==> config.mk <==
export PLATFORM = sky130hd
export DESIGN_NAME = fetch_stage_flat
export DESIGN_NICKNAME = d
export VERILOG_FILES = /design/src/rtl/fetch_stage_if.sv /design/src/rtl/fetch_stage.sv /design/src/flat_wrapper.sv
export SDC_FILE = /design/constraint.sdc
export NUM_CORES = 1
export LEC_CHECK = 0
export CORE_MARGIN = 2
export CORE_UTILIZATION = 41
export CTS_BUF_LIST = sky130_fd_sc_hd__clkbuf_8 sky130_fd_sc_hd__clkbuf_16
export DETAILED_ROUTE_END_ITERATION = 6
export GPL_ROUTABILITY_DRIVEN = 0
export PLACE_DENSITY = 0.8
export RECOVER_POWER = 100
export SYNTH_ARGS = -nofsm -noshare
export SYNTH_HDL_FRONTEND = slang
export SYNTH_SLANG_ARGS = --single-unit
==> constraint.sdc <==
create_clock -name clock -period 2.21 [get_ports clock]
set_clock_uncertainty 0.15 [all_clocks]
set_input_delay 0.3315 -clock clock [delete_from_list [all_inputs] [get_ports clock]]
set_output_delay 0.3315 -clock clock [all_outputs]
set_load 0.005 [all_outputs]
==> src/rtl/fetch_stage_if.sv <==
// ---------------------------------------------------------------------------
// fetch_stage_if : IMEM bus, pipeline control and IF/ID outputs of the fetch stage | Rev 1.0
// ---------------------------------------------------------------------------
`default_nettype none

interface fetch_stage_if;
  logic [31:0] imem_address;
  logic        imem_read_write;
  logic [31:0] imem_data_in;
  logic [31:0] imem_data_out;
  logic        stall;
  logic        redirect_valid;
  logic [31:0] redirect_target;
  logic        if_id_valid;
  logic [31:0] if_id_pc;
  logic [31:0] if_id_insn;
  logic        fetch_misaligned;
  logic [31:0] fetch_count;

  modport master (
    output imem_address, imem_read_write, imem_data_in,
    input  imem_data_out,
    input  stall, redirect_valid, redirect_target,
    output if_id_valid, if_id_pc, if_id_insn,
    output fetch_misaligned, fetch_count
  );

  modport slave (
    input  imem_address, imem_read_write, imem_data_in,
    output imem_data_out,
    output stall, redirect_valid, redirect_target,
    input  if_id_valid, if_id_pc, if_id_insn,
    input  fetch_misaligned, fetch_count
  );
endinterface

`default_nettype wire

==> src/rtl/fetch_stage.sv <==
// ---------------------------------------------------------------------------
// fetch_stage : PC, IMEM read and IF/ID register with stall/redirect/halt | Rev 1.0
// ---------------------------------------------------------------------------
`default_nettype none

module fetch_stage #(
  parameter logic [31:0] RESET_PC = 32'h0100_0000,
  parameter logic [31:0] NOP_INSN = 32'h0000_0013
) (
  input  wire logic     clock,
  input  wire logic     reset_n,
  fetch_stage_if.master bus
);

  typedef enum logic [0:0] {
    S_RUN  = 1'b0,
    S_HALT = 1'b1
  } state_t;

  state_t      r_state;
  state_t      w_state_next;
  logic [31:0] r_pc;
  logic [31:0] w_pc_next;
  logic        r_if_id_valid;
  logic        w_if_id_valid_next;
  logic [31:0] r_if_id_pc;
  logic [31:0] w_if_id_pc_next;
  logic [31:0] r_if_id_insn;
  logic [31:0] w_if_id_insn_next;
  logic [31:0] r_fetch_count;
  logic [31:0] w_fetch_count_next;

  always_ff @(posedge clock or negedge reset_n) begin
    if (!reset_n) begin
      r_state <= S_RUN;
    end else begin
      r_state <= w_state_next;
    end
  end

  // Redirect outranks HALT and stall, so it is the only way out of HALT.
  always_comb begin
    w_state_next       = r_state;
    w_pc_next          = r_pc;
    w_if_id_valid_next = r_if_id_valid;
    w_if_id_pc_next    = r_if_id_pc;
    w_if_id_insn_next  = r_if_id_insn;
    w_fetch_count_next = r_fetch_count;
    if (bus.redirect_valid) begin
      w_pc_next          = bus.redirect_target;
      w_if_id_valid_next = 1'b0;
      w_if_id_pc_next    = bus.redirect_target;
      w_if_id_insn_next  = NOP_INSN;
      w_state_next       = (bus.redirect_target[1:0] != 2'b00) ? S_HALT : S_RUN;
    end else if (r_state == S_HALT) begin
      w_state_next = S_HALT;
    end else if (!bus.stall) begin
      w_if_id_valid_next = 1'b1;
      w_if_id_pc_next    = r_pc;
      w_if_id_insn_next  = bus.imem_data_out;
      w_pc_next          = r_pc + 32'd4;
      w_fetch_count_next = r_fetch_count + 32'd1;
    end
  end

  always_ff @(posedge clock or negedge reset_n) begin
    if (!reset_n) begin
      r_pc          <= RESET_PC;
      r_if_id_valid <= 1'b0;
      r_if_id_pc    <= 32'h0;
      r_if_id_insn  <= NOP_INSN;
      r_fetch_count <= 32'h0;
    end else begin
      r_pc          <= w_pc_next;
      r_if_id_valid <= w_if_id_valid_next;
      r_if_id_pc    <= w_if_id_pc_next;
      r_if_id_insn  <= w_if_id_insn_next;
      r_fetch_count <= w_fetch_count_next;
    end
  end

  assign bus.imem_address     = r_pc;
  assign bus.imem_read_write  = 1'b0;
  assign bus.imem_data_in     = 32'h0;
  assign bus.if_id_valid      = r_if_id_valid;
  assign bus.if_id_pc         = r_if_id_pc;
  assign bus.if_id_insn       = r_if_id_insn;
  assign bus.fetch_misaligned = (r_state == S_HALT);
  assign bus.fetch_count      = r_fetch_count;

endmodule

`default_nettype wire

==> src/flat_wrapper.sv <==
// flat-port wrapper written by rule: the top's interface ports become plain ports
module fetch_stage_flat 
#(
  parameter logic [31:0] RESET_PC = 32'h0100_0000,
  parameter logic [31:0] NOP_INSN = 32'h0000_0013
)
  (clock, reset_n, bus_imem_address, bus_imem_read_write, bus_imem_data_in, bus_imem_data_out, bus_stall, bus_redirect_valid, bus_redirect_target, bus_if_id_valid, bus_if_id_pc, bus_if_id_insn, bus_fetch_misaligned, bus_fetch_count);
  fetch_stage_if bus_i ();
  input  wire logic clock;
  input  wire logic reset_n;
  output wire logic [$bits(bus_i.imem_address)-1:0] bus_imem_address;
  output wire logic [$bits(bus_i.imem_read_write)-1:0] bus_imem_read_write;
  output wire logic [$bits(bus_i.imem_data_in)-1:0] bus_imem_data_in;
  input wire logic [$bits(bus_i.imem_data_out)-1:0] bus_imem_data_out;
  input wire logic [$bits(bus_i.stall)-1:0] bus_stall;
  input wire logic [$bits(bus_i.redirect_valid)-1:0] bus_redirect_valid;
  input wire logic [$bits(bus_i.redirect_target)-1:0] bus_redirect_target;
  output wire logic [$bits(bus_i.if_id_valid)-1:0] bus_if_id_valid;
  output wire logic [$bits(bus_i.if_id_pc)-1:0] bus_if_id_pc;
  output wire logic [$bits(bus_i.if_id_insn)-1:0] bus_if_id_insn;
  output wire logic [$bits(bus_i.fetch_misaligned)-1:0] bus_fetch_misaligned;
  output wire logic [$bits(bus_i.fetch_count)-1:0] bus_fetch_count;
  assign bus_imem_address = bus_i.imem_address;
  assign bus_imem_read_write = bus_i.imem_read_write;
  assign bus_imem_data_in = bus_i.imem_data_in;
  assign bus_i.imem_data_out = bus_imem_data_out;
  assign bus_i.stall = bus_stall;
  assign bus_i.redirect_valid = bus_redirect_valid;
  assign bus_i.redirect_target = bus_redirect_target;
  assign bus_if_id_valid = bus_i.if_id_valid;
  assign bus_if_id_pc = bus_i.if_id_pc;
  assign bus_if_id_insn = bus_i.if_id_insn;
  assign bus_fetch_misaligned = bus_i.fetch_misaligned;
  assign bus_fetch_count = bus_i.fetch_count;
  fetch_stage #(.RESET_PC(RESET_PC), .NOP_INSN(NOP_INSN)) u_core (.clock(clock), .reset_n(reset_n), .bus(bus_i));
endmodule
After elaboration in Yosys (flattened, before gate mapping):

Cells that the tools add are included.

* add/sub/neg operators: 2
* multiply operators: 0
* div/mod/pow operators: 0
* magnitude comparators: 0
* eq/ne operators: 2
* shift operators: 0
* mux-type cells: 15
* bitwise operators: 3
* reductions and logical operators: 3

Operators by type and width (count)
* $mux 32: 9
* $add 32x1->32 const B: 1
* $add 32x3->32 const B: 1
* $mux 1: 6
* $not 1->1: 3
* $reduce_and 3->1: 1
* $ne 2x1->1 const B: 1
* $ne 2x2->1 const B: 1
* $reduce_and 2->1: 1
* $reduce_bool 2->1: 1

* bits in registers: 130
* bits in latches: 0
* memory bits (writable): 0
* bits in read-only memories: 0
* bits of input ports: 68
* output and inout bits: 163
* word-level logic and storage cells: 31
* memories: 0

Depth between registers and ports, before layout:

* depth in word-level cells: 4
* depth in mapped cells: 7
* mapped depth without buffers: 5

Least setup slack after synthesis:

No wires, ideal clock.

* kind: reg-to-reg
* start: register u_core.r_state (netlist: u_core.bus.fetch_misaligned)
* end: register u_core.r_fetch_count[30] (netlist: u_core.bus.fetch_count[30])
* library setup time: 0.079 ns
* arrival time: 2.011 ns
* data required time: 1.981 ns
* slack: -0.030 ns
* cell stages (with the launch flop): 8
* path buffers: 3
* period minus slack after synthesis: 2.240 ns
* cells stage by stage: dfrtp_1 buf_6 or3_1 buf_2 or4_4 buf_6 nor4b_4 xor2_1

* word-level cells in the longest chain between the ends: 2

Ends and longest elaborated chain
* from (decl): RTL line fetch_stage.sv:20 `state_t r_state;`
* from (signal assigned): RTL line fetch_stage.sv:37 `r_state <= w_state_next;`
* $not 1->1 (no source line)
* $reduce_and 3->1 (no source line)
* to (signal assigned): RTL line fetch_stage.sv:78 `r_fetch_count <= w_fetch_count_next;`
* to (decl): RTL line fetch_stage.sv:30 `logic [31:0] r_fetch_count;`

Every way passes these cells.
A chain may end at the register's enable or synchronous reset.

Worst setup path in the final report:

* start: register u_core.r_state (netlist: u_core.bus.fetch_misaligned)
* end: register u_core.r_pc[27] (netlist: u_core.bus.imem_address[27])

* word-level cells in the longest chain between the ends: 2

Ends and longest elaborated chain
* $ne 2x2->1 (no source line)
* $reduce_and 2->1 (no source line)
* to (signal assigned): RTL line fetch_stage.sv:74 `r_pc <= w_pc_next;`
* to (decl): RTL line fetch_stage.sv:22 `logic [31:0] r_pc;`

Every way passes these cells.

==> flow_summary.json <==
{
  "outcome": "complete, no violations",
  "netlist_area_um2": 6357,
  "h-tree-depth": 4,
  "setup_viol": 0,
  "hold_ws_ns": 0.1991,
  "clkTransAtPathRegs_ns": 0.06,
  "cts.sinks": 130,
  "power.density_nw_per_um2": 720.5,
  "vdd_ir_drop_max_v": 0.0005512,
  "ant_nets": 0,
  "cts_max_path_buffers": 2,
  "multi_input_area_um2": 2748,
  "pre_cts_slack_ns": -0.3757,
  "synth_top_area_cell": "dfrtp_1",
  "synth.distinct_cells": 45,
  "rsz0062_at_grt": "no",
  "cts-root-buf": "clkbuf_16",
  "synth-async-reset-ratio_pct": 100.0,
  "syn_avg_cell_area_um2": 9.187,
  "final_net_count": 972,
  "hold_path_depth": 3,
  "reg2regPathDepth": 4,
  "portBuffers": 197,
  "grt_pass1_wl_mm": 27.63,
  "instances_no_fill": 1103,
  "wire_per_inst_um": 15.98,
  "num-fill-cells": 1268,
  "slew_violations": 0,
  "fmax_mhz": 474.1,
  "endpoint_kind": "flip-flop",
  "ys_seq_elements": 130,
  "vias": 5766,
  "dieArea_um2": 16520,
  "dpl.hpwl_mm": 12.55,
  "p_total_mw": 6.545,
  "cp.arrival_ns": 2.30,
  "die-width_um": 128.5,
  "drv_cap": 0,
  "setup_slack_ns": 0.1006,
  "cts_made_buffers": 17,
  "p_leak_nw": 3.912,
  "slew_headroom_pct": 14.82,
  "io_pins": 231,
  "yosysWarnings": 0,
  "drcViolationCount": 0,
  "synth_flop_cell": "dfrtp_1",
  "tightestPinTransition_ns": 1.278,
  "via_per_inst": 5.228,
  "drtIter0Drc": 309,
  "yosys-top-cells-area": "dfrtp_1 (50%), nand2_1 (8.5%), buf_4 (3.9%)",
  "placedCellCount": 1070,
  "synth-edff-count": 0,
  "num_rows": 45,
  "layout-drive-gt1-share_pct": 8.962,
  "start_util_pct": 41.82,
  "yosysSeqAreaShare_pct": 51.25,
  "yosysTopAreaCellShare_pct": 49.60,
  "grtUsageTotal_pct": 21.31,
  "area_growth_pct": 42.89,
  "core_area_um2": 15200,
  "cts_tree": "yes",
  "crit_required_ns": 2.40,
  "hold_violations": 0,
  "diodes": 0,
  "grt_remaining_overflow": 0,
  "cts_setup_buffers": 0,
  "die_h_um": 128.5,
  "period_minus_slack_ns": 2.109,
  "synth_most_common_cell": "nand2_1",
  "start_kind": "flip-flop",
  "hold_class": "in -> reg",
  "fin_crit_sh_pct": 95.45,
  "path_class": "reg -> reg",
  "synth_common_cells": "nand2_1 (144), dfrtp_1 (126), a21oi_1 (48)",
  "drtPass1Iterations": 4,
  "path_max_fanout": 5,
  "antenna_found_initial": 0,
  "grt_pass1_vias": 5326,
  "regArea_um2": 3258,
  "grt_max_degree": 75,
  "clk_latency_ns": 0.42,
  "wl_mm": 17.63,
  "netlist_instances": 692
}
[critical path, stage by stage (launching register included)]
cell and delay (ns):
dfrtp_1 0.45, or2_2 0.33, or4_1 0.54, or4_1 0.40, a31oi_1 0.17
[routing by layer]
metal	vias up	global-route usage, %	share of wire [%]
met4	0	6.394	1.3
met5	-	0	0
met2	195	34.17	47
met1	2769	27.67	44
li1	2781	-	-
met3	21	7.110	7.8
[cell usage in the layout (no fill, tap or decap), types with 17 or more instances in the layout]
| cell | count |
|---|---|
| buf_4 | 21 |
| nand3_1 | 21 |
| dlygate4sd3_1 | 128 |
| nor3_1 | 19 |
| clkbuf_16 | 17 |
| conb_1 | 33 |
| nor2_1 | 45 |
| clkdlybuf4s50_1 | 68 |
| nand2_1 | 144 |
| xor2_1 | 24 |
| a31oi_1 | 38 |
| dfrtp_1 | 126 |
| a21oi_1 | 48 |
| nand4_1 | 19 |
| xnor2_1 | 17 |
[area by class of cell]
type,count,area share [%]
timing repair buffer,234,24.60
sequential,130,35.87
multi-input combinational,508,30.25
inverter,11,0.4545
clock buffer,21,5.289
tap,188,2.590
clock inverter,11,0.9504
[state kept, by name (all words and copies together), names as in the netlist]
name	flops
u_core.bus.fetch_count	32
u_core.bus.if_id_insn	32
u_core.bus.if_id_pc	32
u_core.bus.imem_address	32
u_core.bus.fetch_misaligned	1
u_core.bus.if_id_valid	1
[through the flow]
stage | TNS [ns] | util (%) | instance area, um2
3_3_place_gp | -5.471 | 56.40 | 8573
4_1_cts | 0 | 60.22 | 9155
5_1_grt | 0 | 59.75 | 9084
6_report | 0 | 59.75 | 9084
2_1_floorplan | 0 | - | 6484
3_5_place_dp | -6.359 | 56.40 | 8573
[where the power goes]
group	switching [mW]	internal, mW	leakage (nW)
combinational	0.503	0.579	2.04
sequential	0.208	2.58	1.59
clock	1.03	1.65	0.282
[logic make-up after synthesis]
logic type / synth area share, %
adders and majority gates: 0.3936
and+or+nand+nor: 24.19
other: 0.05899
DFF: 51.25
AOI/OAI and AO/OA: 10.67
muxes: 0.4920
xor gates and xnor gates: 5.648
buffers and inverters: 7.302
[worst paths after layout]
kind,startpoint,to,slack (ns)
setup / recovery,u_core.bus.fetch_misaligned,u_core.bus.imem_address[27],0.10
hold / removal,bus_redirect_valid,u_core.bus.fetch_count[0],0.20
setup reg to reg,u_core.bus.fetch_misaligned,u_core.bus.imem_address[27],0.10
hold reg to reg,u_core.bus.fetch_count[31],u_core.bus.fetch_count[31],0.31
max in group asynchronous,reset_n,u_core.bus.if_id_pc[17],0.28
min in group asynchronous,reset_n,u_core.bus.fetch_count[31],0.58
[timing repair]
action                                  4_1_cts  5_1_grt
pin swaps                                     0        0
gates resized for setup                       1        1
endpoints found under the setup margin        1        3
hold buffers                                  1        0
endpoints found under the hold margin        42        0
(Power assumes the default switching activity.)
==> edit: new RTL, config.mk and constraints unchanged <==
Reset style: synchronous (`reset_n`), changed in 2 clocked blocks.
--- a/src/rtl/fetch_stage.sv
+++ b/src/rtl/fetch_stage.sv
@@ -32,3 +32,3 @@
 
-  always_ff @(posedge clock or negedge reset_n) begin
+  always_ff @(posedge clock) begin
     if (!reset_n) begin
@@ -65,3 +65,3 @@
 
-  always_ff @(posedge clock or negedge reset_n) begin
+  always_ff @(posedge clock) begin
     if (!reset_n) begin
Formal check against the unedited RTL: differs if reset_n is asserted again (counterexample within 4 cycles, from zero or initial values and one cycle with reset_n low); with reset_n held inactive, the same outputs for 4 cycles.
==> edit against the original RTL <==
Count of clock-buffer cells in the layout down 2. Cell area down 3.8%. Die area down 5.5%. Area after synthesis down 5.7%. Utilization up 0.83 points. Sequential share of layout area down 6.1 points. Wire length up 4.5%. Total power down 11%. Register-to-register slack better by 0.05 ns. First-iteration DRC count up 52%. Global-route usage up 1.9 points. Synthesized cell count up 9.4%. Setup slack worse by 0.0026 ns. Sequential cell count unchanged. Largest power group is now clock.
==> edit: results (changes against the original RTL) <==
met1 usage=31.21% (+3.5 points); Async SR Flop Fraction=0% (-100 points); vias in the first global route=5445 (+2.2%); Worst Hold Depth=2 (-1); register area share after synthesis=43.40% (-7.9 points); R2R depth=6 (+2); dpl ws=-0.02377 ns (+0.3520 ns); Iter 0 DRT Violations=469 (+52%); Synth top cells by count=nand2_1 (199), dfxtp_1 (130), a21oi_1 (70), nor2_1 (51), clkbuf_1 (34); largest net degree at the start of global routing=42 (-44%); first-pass GRT wire length=29060 um (+5.2%); GRT Util Overall=23.18% (+1.9 points); worst slew pin tran=0.6304 ns (-0.6473 ns); DP HPWL=13320 um (+6.1%); Worst R2R End=u_core.bus.imem_address[23]$_SDFFE_PN0N_; Adder-Cell Fraction of Synth Area=0.4173% (+0.024 points); status=finished, final reports clean; post-CTS resize count=0 (-1); leakage power=0.003574 uW (-8.6%); Post-synth top flop=dfxtp_1; xor/xnor share of the synthesized area=7.010% (+1.4 points); reg-to-reg setup timing slack=0.15 ns (+0.05 ns); hold path startpoint=u_core.bus.if_id_insn[31]$_SDFFE_PP0P_; CP arrival=1.63 ns (-0.67 ns); post-synth cell types=50 (+11%); ranking of synthesized cells by area=dfxtp_1 (43%), nand2_1 (12%), a21oi_1 (5.8%)
edit: layout make-up:
type                       count  share of cell area, %
clock buffer                  19                  5.183
clock inverter                11                 0.8734
inverter                       9                 0.5441
multi-input combinational    576                  34.62
sequential                   130                  29.78
tap                          184                  2.635
timing repair buffer         240                  26.36
edit: kinds of logic after synthesis:
group           count (synthesis)
simple gates                  356
compound gates                133
flops                         130
buf+inv                        83
xor+xnor                       48
mux                             4
fa+ha+maj                       2
other cells                     1
edit: worst max-delay path by stage:
stage                     cells past startpoint                                       to
final                                         2                      bus_imem_address[2]
after floorplan                               6  u_core.bus.fetch_count[30]$_SDFFE_PN0P_
after CTS                                     1                     bus_fetch_misaligned
after global routing                          2                      bus_imem_address[2]
after detailed placement                      6  u_core.bus.fetch_count[31]$_SDFFE_PN0P_
after global placement                        6  u_core.bus.fetch_count[31]$_SDFFE_PN0P_
edit: worst max-delay path: stages (launching register included):
cell             delay (ns)
dfxtp_1                0.35
clkbuf_1               0.29
clkdlybuf4s50_1        0.57
edit: per-layer routing:
metal  share of wire (%)  wire length, um
met1                  44             8073
met2                  47             8699
met3                 7.2             1324
met4                 1.8              329
met5                   0                0
edit: through the flow:
step	hold WS [ns]	setup TNS (ns)	instances	cell area, um^2
global placement	0.2908	0	1139	8307
CTS	0.2966	0	1169	8836
floorplan	0.3027	0	789	6117
finish	0.2979	0	1169	8738
global route	0.3142	0	1169	8738
detailed placement	0.2956	-0.02767	1139	8307
edit: power breakdown:
part | total (uW) | internal, uW | switching [uW] | leakage, uW
logic | 756 | 386 | 369 | 0.00223
clock network | 2550 | 1560 | 996 | 0.000280
registers | 2530 | 2450 | 86.7 | 0.00107
total | 5840 | 4390 | 1450 | 0.00357
